`config.mk`:
```
export PLATFORM = sky130hd
export DESIGN_NAME = vga_fb_ctrl
export DESIGN_NICKNAME = d
export VERILOG_FILES = /design/src/rtl/vga_fb_ctrl.sv
export SDC_FILE = /design/constraint.sdc
export NUM_CORES = 1
export LEC_CHECK = 0
export CORE_MARGIN = 2
export CORE_UTILIZATION = 50
export CTS_BUF_LIST = sky130_fd_sc_hd__clkbuf_8 sky130_fd_sc_hd__clkbuf_16
export DETAILED_ROUTE_END_ITERATION = 8
export GPL_ROUTABILITY_DRIVEN = 1
export GPL_TIMING_DRIVEN = 1
export PLACE_DENSITY = 0.79
export SLEW_MARGIN = 20
export SYNTH_ARGS = -nofsm -noshare
export SYNTH_HDL_FRONTEND = slang
export SYNTH_SLANG_ARGS = --single-unit
```
`constraint.sdc`:
```
create_clock -name clk_65 -period 3.3 [get_ports clk_65]
set_input_delay 0.99 -clock clk_65 [delete_from_list [all_inputs] [get_ports clk_65]]
set_output_delay 0.99 -clock clk_65 [all_outputs]
set_load 0.1 [all_outputs]
```
`src/rtl/vga_fb_ctrl.sv`:
```
// vga_fb_ctrl: ping-pong frame buffer controller between a pixel writer and
// the VGA display read path. The writer fills the back bank, and the banks
// swap only on a VSYNC falling edge after a complete frame, so a displayed
// frame is never torn.
// Optional feature: define VGA_FB_UNDERRUN_CNT_EN to build the underrun
// counter (frames shown while the writer was still filling).
//
// state     | meaning
// IDLE      | after reset, waiting for the first VSYNC falling edge
// FILL      | accepting writer pixels into the back bank
// WAIT_SWAP | back bank complete, waiting for VSYNC to swap banks
module vga_fb_ctrl #(
   parameter int H_ACT = 540,
   parameter int V_ACT = 360,
   parameter int AW    = 18
) (
   input  logic          clk_65,
   input  logic          rst,
   input  logic          vga_vs_i,
   input  logic          bram_en_i,
   input  logic          wr_valid_i,
   input  logic [7:0]    wr_data_i,
   output logic          wr_ready_o,
   output logic          wr_en_o,
   output logic          wr_bank_o,
   output logic [AW-1:0] wr_addr_o,
   output logic [7:0]    wr_data_o,
   output logic          rd_bank_o,
   output logic [AW-1:0] rd_addr_o,
   output logic          frame_swap_o,
   output logic [15:0]   underrun_cnt_o
);

   localparam int PIX = H_ACT * V_ACT;
   localparam logic [AW-1:0] LAST_ADDR = AW'(PIX - 1);

   typedef enum logic [1:0] {IDLE, FILL, WAIT_SWAP} state_t;

   state_t        state;
   logic          vs_q;
   logic          vs_start;
   logic          accept;
   logic          disp_bank;
   logic [AW-1:0] wr_addr;
   logic [AW-1:0] rd_addr;

   assign vs_start  = vs_q & ~vga_vs_i;
   assign accept    = wr_valid_i & wr_ready_o;
   assign rd_bank_o = disp_bank;
   assign rd_addr_o = rd_addr;

   // VSYNC edge detect register; resets high so a low VSYNC at release counts as an edge
   always_ff @(posedge clk_65 or posedge rst) begin
      if (rst) vs_q <= 1'b1;
      else     vs_q <= vga_vs_i;
   end

   // Display read address: restart each frame, saturate at the last pixel
   always_ff @(posedge clk_65 or posedge rst) begin
      if (rst)                                  rd_addr <= '0;
      else if (vs_start)                        rd_addr <= '0;
      else if (bram_en_i && rd_addr != LAST_ADDR) rd_addr <= rd_addr + AW'(1);
   end

   // Fill/swap sequencer with registered ready and swap pulse
   always_ff @(posedge clk_65 or posedge rst) begin
      if (rst) begin
         state        <= IDLE;
         disp_bank    <= 1'b0;
         wr_addr      <= '0;
         wr_ready_o   <= 1'b0;
         frame_swap_o <= 1'b0;
      end else begin
         frame_swap_o <= 1'b0;
         case (state)
            IDLE: begin
               if (vs_start) begin
                  state      <= FILL;
                  wr_addr    <= '0;
                  wr_ready_o <= 1'b1;
               end
            end
            FILL: begin
               // a VSYNC here is an underrun: keep filling the same bank
               if (accept) begin
                  if (wr_addr == LAST_ADDR) begin
                     state      <= WAIT_SWAP;
                     wr_ready_o <= 1'b0;
                  end else begin
                     wr_addr <= wr_addr + AW'(1);
                  end
               end
            end
            WAIT_SWAP: begin
               if (vs_start) begin
                  state        <= FILL;
                  disp_bank    <= ~disp_bank;
                  wr_addr      <= '0;
                  wr_ready_o   <= 1'b1;
                  frame_swap_o <= 1'b1;
               end
            end
            default: begin
               state      <= IDLE;
               wr_ready_o <= 1'b0;
            end
         endcase
      end
   end

   // BRAM write port, one cycle behind the accept; accepts never coincide with a swap
   always_ff @(posedge clk_65 or posedge rst) begin
      if (rst) begin
         wr_en_o   <= 1'b0;
         wr_bank_o <= 1'b1;
         wr_addr_o <= '0;
         wr_data_o <= '0;
      end else begin
         wr_en_o <= accept;
         if (accept) begin
            wr_bank_o <= ~disp_bank;
            wr_addr_o <= wr_addr;
            wr_data_o <= wr_data_i;
         end
      end
   end

`ifdef VGA_FB_UNDERRUN_CNT_EN
   logic [15:0] underrun_cnt;

   // Count frames where VSYNC arrived before the back bank was complete
   always_ff @(posedge clk_65 or posedge rst) begin
      if (rst)
         underrun_cnt <= '0;
      else if (vs_start && state == FILL && underrun_cnt != 16'hFFFF)
         underrun_cnt <= underrun_cnt + 16'd1;
   end

   assign underrun_cnt_o = underrun_cnt;
`else
   assign underrun_cnt_o = 16'h0000;
`endif

endmodule

```
==> results.json, run 1 <==
{
  "status": "finished, final reports clean",
  "clk_pin_slew_ns": 0.07,
  "io_pins": 78,
  "maxCapViolCount": 0,
  "power_density_nw_per_um2": 413,
  "seq_area_um2": 1750,
  "hold_path.class": "reg -> reg",
  "min_period_over_period_pct": 76.3,
  "place_inst": 461,
  "clock_latency_ns": 0.34,
  "die_area_um2": 7650,
  "cts.path.max_buffers": 2,
  "core_um2": 6760,
  "ys_types": 52,
  "period_needed_ns": 2.52,
  "grt_overflow": 0,
  "path_cells": "clkdlybuf4s50_1 -> nand2b_1 -> o22a_1 -> buf_4 -> nor2b_1 -> mux2_1 -> a22o_1",
  "crit_type": "in -> reg",
  "chipWidth_um": 87.5,
  "num_rows": 30,
  "yosys_warnings": 0,
  "setup-tns-final_ns": 0,
  "ys.flop_type": "dfrtp_1",
  "hpwl_mm": 4.73,
  "nNetsFinal": 407,
  "wirelength_mm": 6.99,
  "syn_area_um2": 3480,
  "synth_edf_count": 0,
  "post_cts_buffers": 0,
  "cts_resized": 0,
  "hold_path.startpoint": "wr_bank_o",
  "pre_cts_ws_ns": 0.414,
  "reg2reg_setup_slack_ns": 1.11,
  "vias": 2683,
  "vias_per_cell": 5.62,
  "crit_start": "vga_vs_i",
  "grt_pass1_vias": 2588,
  "holdBufCountCts": 0,
  "drt-initial-drc-count": 198,
  "post_dp_cell_area_um2": 4020,
  "antenna_left": 0,
  "hold_viol": 0,
  "crit_slowest_cell": "clkdlybuf4s50_1",
  "min_path_cells": 2,
  "grt_max_degree": 71,
  "diodes": 0,
  "wl_per_cell_um": 14.7,
  "clkSinkCount": 70,
  "netlist_instances": 328,
  "synth_area_leaders": "dfrtp_1, mux2_2, buf_4, nand2_1, xor2_1",
  "slowest_delay_ns": 0.50,
  "cp.required_ns": 3.53,
  "drive_gt1_share_pct": 27.2,
  "min_to": "wr_bank_o",
  "yosysSeqAreaShare_pct": 50.4,
  "first_pass_iters": 4,
  "max-slew-margin-rel_pct": 66.7,
  "rsz0062_at_grt": "no",
  "cp_num_buf_inv": 2,
  "antenna_found_initial": 0,
  "synth.avg_cell_area_um2": 10.6,
  "cts_tree": "done",
  "setup_ws_ns": 0.783,
  "ir_drop_uv": 212,
  "design_area_um2": 4180,
  "fin_util_pct": 61.9,
  "die_h_um": 87.5,
  "crit_fanout": 10,
  "fmax_mhz": 397,
  "multi_input_area_um2": 1570,
  "setup.worst_path.end_class": "flip-flop",
  "grt_use_total_pct": 19.8,
  "numCtsBuffers": 9,
  "area_delta_synth_final_pct": 20.0,
  "synth-seq-cells": 70,
  "fin_skew_ns": 0.00961,
  "synth_top_area_cell": "dfrtp_1",
  "fillCellCount": 575,
  "port_buffers": 61,
  "reg2regPathDepth": 6,
  "cts_root_buf": "clkbuf_8",
  "htree_levels": 3,
  "critPathArrivalTime_ns": 2.74,
  "power.leakage_nw": 2.12,
  "synth_top_area_share_pct": 48.9,
  "worst_pin_slew_ns": 0.500,
  "start_kind": "input port",
  "place_congestion": 0.895,
  "start_util_pct": 51.6,
  "reg2reg_from": "wr_addr[0]",
  "cpLargestDelayFamily": "buffers and inverters",
  "finalMaxSlewViolations": 0,
  "final_cells": 477,
  "timing.rr.end": "wr_addr[1]",
  "grt_first_pass_wirelength_mm": 11.9,
  "synthArstFlopShare_pct": 100,
  "setup_viol": 0,
  "drc_errors": 0
}
==> cell usage after synthesis, types with 2 or more instances <==
| cell type | instances |
|---|---|
| dfrtp_1 | 68 |
| nand2_1 | 30 |
| mux2_2 | 29 |
| nor2_1 | 23 |
| nand3_1 | 17 |
| buf_4 | 16 |
| o21ai_0 | 12 |
| xor2_1 | 11 |
| a22o_1 | 10 |
| clkbuf_1 | 10 |
| and3_1 | 7 |
| nor3b_1 | 6 |
| inv_1 | 5 |
| nand4_1 | 5 |
| nor3_1 | 5 |
| o211ai_1 | 5 |
| or3_1 | 5 |
| a21oi_1 | 4 |
| buf_2 | 4 |
| or4_1 | 4 |
| a21o_1 | 3 |
| and4_1 | 3 |
| nand2b_1 | 3 |
| nor2b_1 | 3 |
| o2111ai_1 | 3 |
| a211o_1 | 2 |
| a221o_1 | 2 |
| and2_1 | 2 |
| buf_1 | 2 |
| dfstp_2 | 2 |
| ha_1 | 2 |
| nand3b_1 | 2 |
| nor4_1 | 2 |
| o21a_1 | 2 |
| o311ai_0 | 2 |
==> through the flow <==
step                hold WS, ns  total power [mW]
floorplan                 0.505              1.12
global placement          0.467              1.16
global route              0.521              1.80
finish                    0.495              1.73
detailed placement        0.489              1.17
CTS                       0.502              1.76
==> how the worst max path moves through the flow <==
stage,depth (start not counted),slack [ns],to
after floorplan,1,0.55,frame_swap_o
after global placement,7,0.46,wr_addr[1]
after detailed placement,7,0.41,wr_addr[1]
after CTS,7,0.79,wr_addr[1]
after global routing,7,0.68,wr_addr[1]
final,7,0.78,wr_addr[1]
==> placed cells by master, fill, tap and decap left out, types with 3 or more instances in the layout <==
cell	n
dfrtp_1	68
buf_4	58
nand2_1	30
mux2_2	29
nor2_1	23
nand3_1	17
conb_1	16
o21ai_0	12
clkdlybuf4s50_1	12
xor2_1	11
a22o_1	10
clkbuf_8	10
inv_1	8
and3_1	7
nor3b_1	6
nand4_1	5
nor3_1	5
or3_1	5
o211ai_1	5
a21oi_1	4
or4_1	4
nand2b_1	3
nor2b_1	3
and4_1	3
o2111ai_1	3
a21o_1	3
==> state kept, by name, indices dropped and copies added, names as in the netlist <==
register      count
frame_swap_o      1
rd_addr_o        18
rd_bank_o         1
state             2
vs_q              1
wr_addr          18
wr_addr_o        18
wr_bank_o         1
wr_data_o         8
wr_en_o           1
wr_ready_o        1
==> logic make-up (layout without fill, tap and decap cells) <==
kind of cell | after synthesis | after routing | synth area share [%]
xor+xnor | 12 | 12 | 3.02
simple gates | 123 | 123 | 19.0
mux | 31 | 31 | 10.1
fa+ha+maj | 2 | 2 | 0.718
compound gates | 51 | 51 | 10.5
flops | 70 | 70 | 50.4
other cells | 1 | 16 | 0.108
buf+inv | 38 | 92 | 6.18
==> area by class of cell <==
type	count	share of cell area, %
Sequential cell	70	42.0
Tap cell	80	2.39
Timing Repair Buffer	71	13.8
Multi-Input combinational cell	235	37.6
Clock buffer	10	3.29
Inverter	5	0.449
Clock inverter	6	0.598
==> per-layer routing <==
metal / GRT usage [%] / routed length (um)
met5: 0 / 0
met4: 6.01 / 46
met3: 4.83 / 381
met2: 33.1 / 3510
met1: 25.4 / 3060
==> tightest hold or removal path, delay by kind of cell (launching register included) <==
kind,cells,cell delay (ns)
flip-flops,1,0.37
AO/OA/AOI/OAI,1,0.07
AND/OR/NAND/NOR,1,0.04
==> report_power, final <==
part / switching (mW) / internal, mW
Combinational: 0.213 / 0.0442
Sequential: 0.0208 / 0.871
Clock: 0.298 / 0.280
Note: power is estimated with default switching activity, not from simulation.
==> run 2: changes to the inputs <==
Clock period 3.3 ns to 2.6 ns, I/O delays scaled along.
==> results.json, run 2 (synthesis gave the netlist of run 1 again) <==
{
  "wl_per_cell_um": 14.7,
  "cts.path.max_buffers": 2,
  "power_density_nw_per_um2": 572,
  "reg2regPathDepth": 6,
  "crit_fanout": 11,
  "crit_start": "wr_addr[0]",
  "clk_pin_slew_ns": 0.08,
  "antenna_left": 0,
  "die_h_um": 87.5,
  "drt-initial-drc-count": 94,
  "cp.required_ns": 2.83,
  "nNetsFinal": 407,
  "fillCellCount": 559,
  "area_delta_synth_final_pct": 22.5,
  "clkSinkCount": 70,
  "maxCapViolCount": 0,
  "crit_cells": 6,
  "period_needed_ns": 2.23,
  "num_rows": 30,
  "grt_first_pass_wirelength_mm": 11.9,
  "vias_per_cell": 5.64,
  "timing.rr.end": "wr_addr[1]",
  "cts_resized": 0,
  "cpLargestDelayFamily": "simple AND/OR/NAND/NOR gates",
  "numCtsBuffers": 9,
  "hold_viol": 0,
  "min_path_cells": 2,
  "cts_tree": "done",
  "setup.worst_path.end_class": "flip-flop",
  "final_common_cell": "dfrtp_1",
  "cp_num_buf_inv": 0,
  "diodes": 0,
  "cts_root_buf": "clkbuf_8",
  "clock_latency_ns": 0.34,
  "start_kind": "flip-flop",
  "post_dp_cell_area_um2": 4040,
  "io_pins": 78,
  "endpoint": "wr_addr[1]",
  "hold_path.startpoint": "wr_addr_o[12]",
  "die_area_um2": 7650,
  "wirelength_mm": 7.02,
  "hold_path.class": "reg -> reg",
  "grt_pass1_vias": 2635,
  "ir_drop_uv": 363,
  "crit_type": "reg -> reg",
  "fmax_mhz": 449,
  "htree_levels": 3,
  "power.leakage_nw": 2.14,
  "first_pass_iters": 6,
  "path_cells": "ha_1 -> nor4bb_1 -> nand2_1 -> or3_4 -> mux2_1 -> a22o_1",
  "reg2reg_from": "wr_addr[0]",
  "place_congestion": 0.888,
  "reg2reg_setup_slack_ns": 0.37,
  "chipWidth_um": 87.5,
  "hpwl_mm": 4.90,
  "setup-tns-final_ns": 0,
  "drc_errors": 0,
  "slowest_delay_ns": 0.49,
  "design_area_um2": 4270,
  "critPathArrivalTime_ns": 2.46,
  "grt_max_degree": 33,
  "drive_gt1_share_pct": 28.2,
  "holdBufCountCts": 0,
  "status": "finished, final reports clean",
  "setup_viol": 0,
  "grt_overflow": 0,
  "port_buffers": 61,
  "vias": 2691,
  "crit_slowest_cell": "dfrtp_1",
  "core_um2": 6760,
  "grt_use_total_pct": 19.9,
  "min_period_over_period_pct": 85.7,
  "fin_skew_ns": 0.00901,
  "start_util_pct": 51.6,
  "antenna_found_initial": 0,
  "finalMaxSlewViolations": 0,
  "post_cts_buffers": 0,
  "most-common-layout-cells": "dfrtp_1, buf_4, nand2_1",
  "rsz0062_at_grt": "no"
}
[run 2: through the flow]
stage	hold WS [ns]	util, %	worst slack [ns]	total power [mW]	std cells
floorplan	0.505	-	0.0551	1.43	343
global placement	0.467	59.9	0.0618	1.48	461
CTS	0.499	63.1	0.375	2.47	477
global route	0.507	63.1	0.260	2.53	477
finish	0.491	63.1	0.371	2.44	477
detailed placement	0.480	59.9	0.0334	1.49	461
[run 2: layer usage]
metal	wire length (um)	share of wire [%]	up-vias	global-route usage (%)
li1	-	-	1272	-
met1	3060	44	1323	24.5
met5	0	0	-	0
met3	387	5.5	12	4.74
met4	102	1.5	0	8.53
met2	3470	49	84	33.3
[run 2: report_power, final]
part | internal (mW) | total [mW] | switching, mW
registers | 1.10 | 1.13 | 0.0273
logic | 0.0595 | 0.331 | 0.271
clock network | 0.563 | 0.976 | 0.414
[run 2: worst register-to-register path, cell delays in order (launching register included)]
cell      delay (ns)
dfrtp_1         0.49
ha_1            0.33
nor4bb_1        0.25
nand2_1         0.08
or3_4           0.45
mux2_1          0.34
a22o_1          0.18
[run 2: cell type report]
cell class | count | area (um2) | share of cell area (%)
sequential | 70 | 1750 | 41.1
multi-input combinational | 235 | 1570 | 36.8
timing repair buffer | 71 | 601 | 14.1
clock buffer | 10 | 138 | 3.23
tap | 80 | 100 | 2.35
clock inverter | 6 | 85.1 | 1.99
inverter | 5 | 18.8 | 0.440
[run 2: worst min path at each step]
stage | to | slack (ns)
final | wr_addr_o[12] | 0.49
after global routing | wr_addr_o[12] | 0.51
after CTS | wr_addr_o[12] | 0.50
after detailed placement | wr_addr_o[12] | 0.48
after global placement | wr_addr_o[12] | 0.47
after floorplan | state[1] | 0.51
==> RTL edit (settings of run 2) <==
Change the parameter `H_ACT` from 540 to 405.
--- a/src/rtl/vga_fb_ctrl.sv
+++ b/src/rtl/vga_fb_ctrl.sv
@@ -12,3 +12,3 @@
 module vga_fb_ctrl #(
-   parameter int H_ACT = 540,
+   parameter int H_ACT = 405,
    parameter int V_ACT = 360,
Behaviour: same outputs for any inputs over 10 cycles, from zero or initial values and one cycle with rst high; that may be too few to reach the edited logic, so the function may still have changed.
==> RTL edit against run 2 <==
- wire length fell by 1.6%
- final area shrank 4.7%
- area after synthesis down 4.5%
- worst setup slack gained 0.099 ns
- clock skew down 0.0019 ns
- cell count down 2.1%
- sequential cell count is the same
- die area decreased by 4.3%
- critical path type is now input port to register
- highest routed layer unchanged
Power is not compared: it rests on default switching activity, and its combinational part moved more than twofold at a synthesized area within 25%.
==> RTL edit: results (changes against run 2) <==
- The net count reported at finish was 400 (was 407).
- The placement-stage worst setup slack came to 0.1358 ns (was 0.03335 ns).
- Post-detailed-placement cell area: 3886 um^2 (was 4044 um^2)
- Maximum cell stage delay along the critical path: 0.54 ns (was 0.49 ns)
- Most instantiated cells after synthesis: 68 x dfrtp_1, 26 x mux2_2, 26 x nor2_1 (was 68 x dfrtp_1, 30 x nand2_1, 29 x mux2_2).
- Final cell count without fillers: 467 (was 477)
- The total routing usage reported by global routing is 20.02% (was 19.88%).
- Filler Cells Inserted: 514 (was 559)
* Reg-to-reg slack, setup: 0.55 ns (was 0.37 ns)
- The wire length of the first global-routing pass is 11720 um (was 11920 um).
- Avg Synthesized Cell Area: 10.57 um^2 (was 10.62 um^2)
- The startpoint of the most critical hold path is wr_bank_o$_DFFE_PP1P_ (was wr_addr_o[12]$_DFFE_PP0P_).
- The worst min-delay path endpoint was wr_bank_o$_DFFE_PP1P_ (was wr_addr_o[12]$_DFFE_PP0P_).
- Final-layout worst hold slack: 0.4911 ns (was 0.4915 ns)
- Wire length per cell: 14.79 um (was 14.71 um)
- The endpoint of the worst-slack reg-to-reg timing path is wr_addr[12]$_DFFE_PP0P_ (was wr_addr[1]$_DFFE_PP0P_).
- Weighted congestion reported at the end of routability-driven placement: 0.8616 (was 0.8877)
- Clock net power: 791 uW
- The share of cells above drive strength 1 came to 27.18% (was 28.21%).
* H-Tree Level Count: 3 (unchanged)
- The number of detailed-routing iterations run before antenna repair came to 4 (was 6).
* Number of global-route vias before repair: 2464 (was 2635)
- The total placed cells including tap cells was 451 (was 461).
* Critical Path Fanout Max: 5 (was 11)
* Pin count of the biggest net entering global routing: 71 (was 33)
- HPWL reported at the end of detailed placement: 4822 um (was 4896 um)
- The critical path data arrival time came to 2.40 ns (was 2.46 ns).
- Outcome: complete, no violations (unchanged).
- The total number of vias is 2608 (was 2691).
- The clock skew after layout is 0.007122 ns (was 0.009012 ns).
* Sequential share of the synthesized area: 52.71% (was 50.36%)
- Critical path's slowest cell: clkdlybuf4s50_1 (was dfrtp_1)
- Largest cells by area after synthesis: dfrtp_1 51%, mux2_2 8.8%, buf_4 3.6%, xor2_1 3.2%, nor2_1 2.9% (was dfrtp_1 49%, mux2_2 9.4%, buf_4 3.4%, nand2_1 3.2%, xor2_1 2.8%)
- Hold depth: 2 (unchanged)
- Slew margin rel.: 51.09%
- The number of design-rule violations left by the first detailed-router iteration was 150 (was 94).
- Number of library cell types mapped by synthesis: 43 (was 52)
-- RTL edit: layout make-up --
type / count / area [um^2] / share of cell area, %
Sequential cell: 70 / 1754 / 43.13
Clock inverter: 4 / 16.27 / 0.3999
Clock buffer: 12 / 165.2 / 4.060
Inverter: 8 / 30.03 / 0.7382
Timing Repair Buffer: 70 / 568.0 / 13.96
Tap cell: 77 / 96.34 / 2.369
Multi-Input combinational cell: 226 / 1438 / 35.34
-- RTL edit: cells by family (layout without fill, tap and decap cells) --
family	after synthesis	in the layout	synth area share, %
muxes	29	29	9.699
xor gates and xnor gates	14	14	3.684
buffers and inverters	34	94	5.790
adders and majority gates	2	2	0.7518
other	1	16	0.1127
DFF	70	70	52.71
AOI/OAI and AO/OA	56	56	10.53
and+or+nand+nor	109	109	16.73
-- RTL edit: routing by layer --
metal	global-route usage, %	share of wire, %	vias up
met5	0	0	-
met3	5.486	5.7	9
met4	6.061	1.2	0
met2	33.03	48	68
met1	25.92	45	1296
li1	-	-	1235
-- RTL edit: worst max path at each step --
stage	startpoint	endpoint	slack, ns	cells after the start
floorplan	rst	frame_swap_o$_DFF_PP0_	0.06	1
global placement	bram_en_i	rd_addr_o[15]$_DFFE_PP0P_	0.19	6
detailed placement	bram_en_i	rd_addr_o[15]$_DFFE_PP0P_	0.14	6
CTS	bram_en_i	rd_addr_o[15]$_DFFE_PP0P_	0.50	6
global route	wr_addr[0]$_DFFE_PP0P_	wr_addr[17]$_DFFE_PP0P_	0.35	6
finish	bram_en_i	rd_addr_o[15]$_DFFE_PP0P_	0.47	6
-- RTL edit: worst register-to-register path, cell delays in order, from the launching register on --
cell,delay [ns]
dfrtp_1,0.45
ha_1,0.24
nor4bb_1,0.29
nand4_1,0.26
nor2_1,0.31
a21oi_1,0.21
a31oi_1,0.22
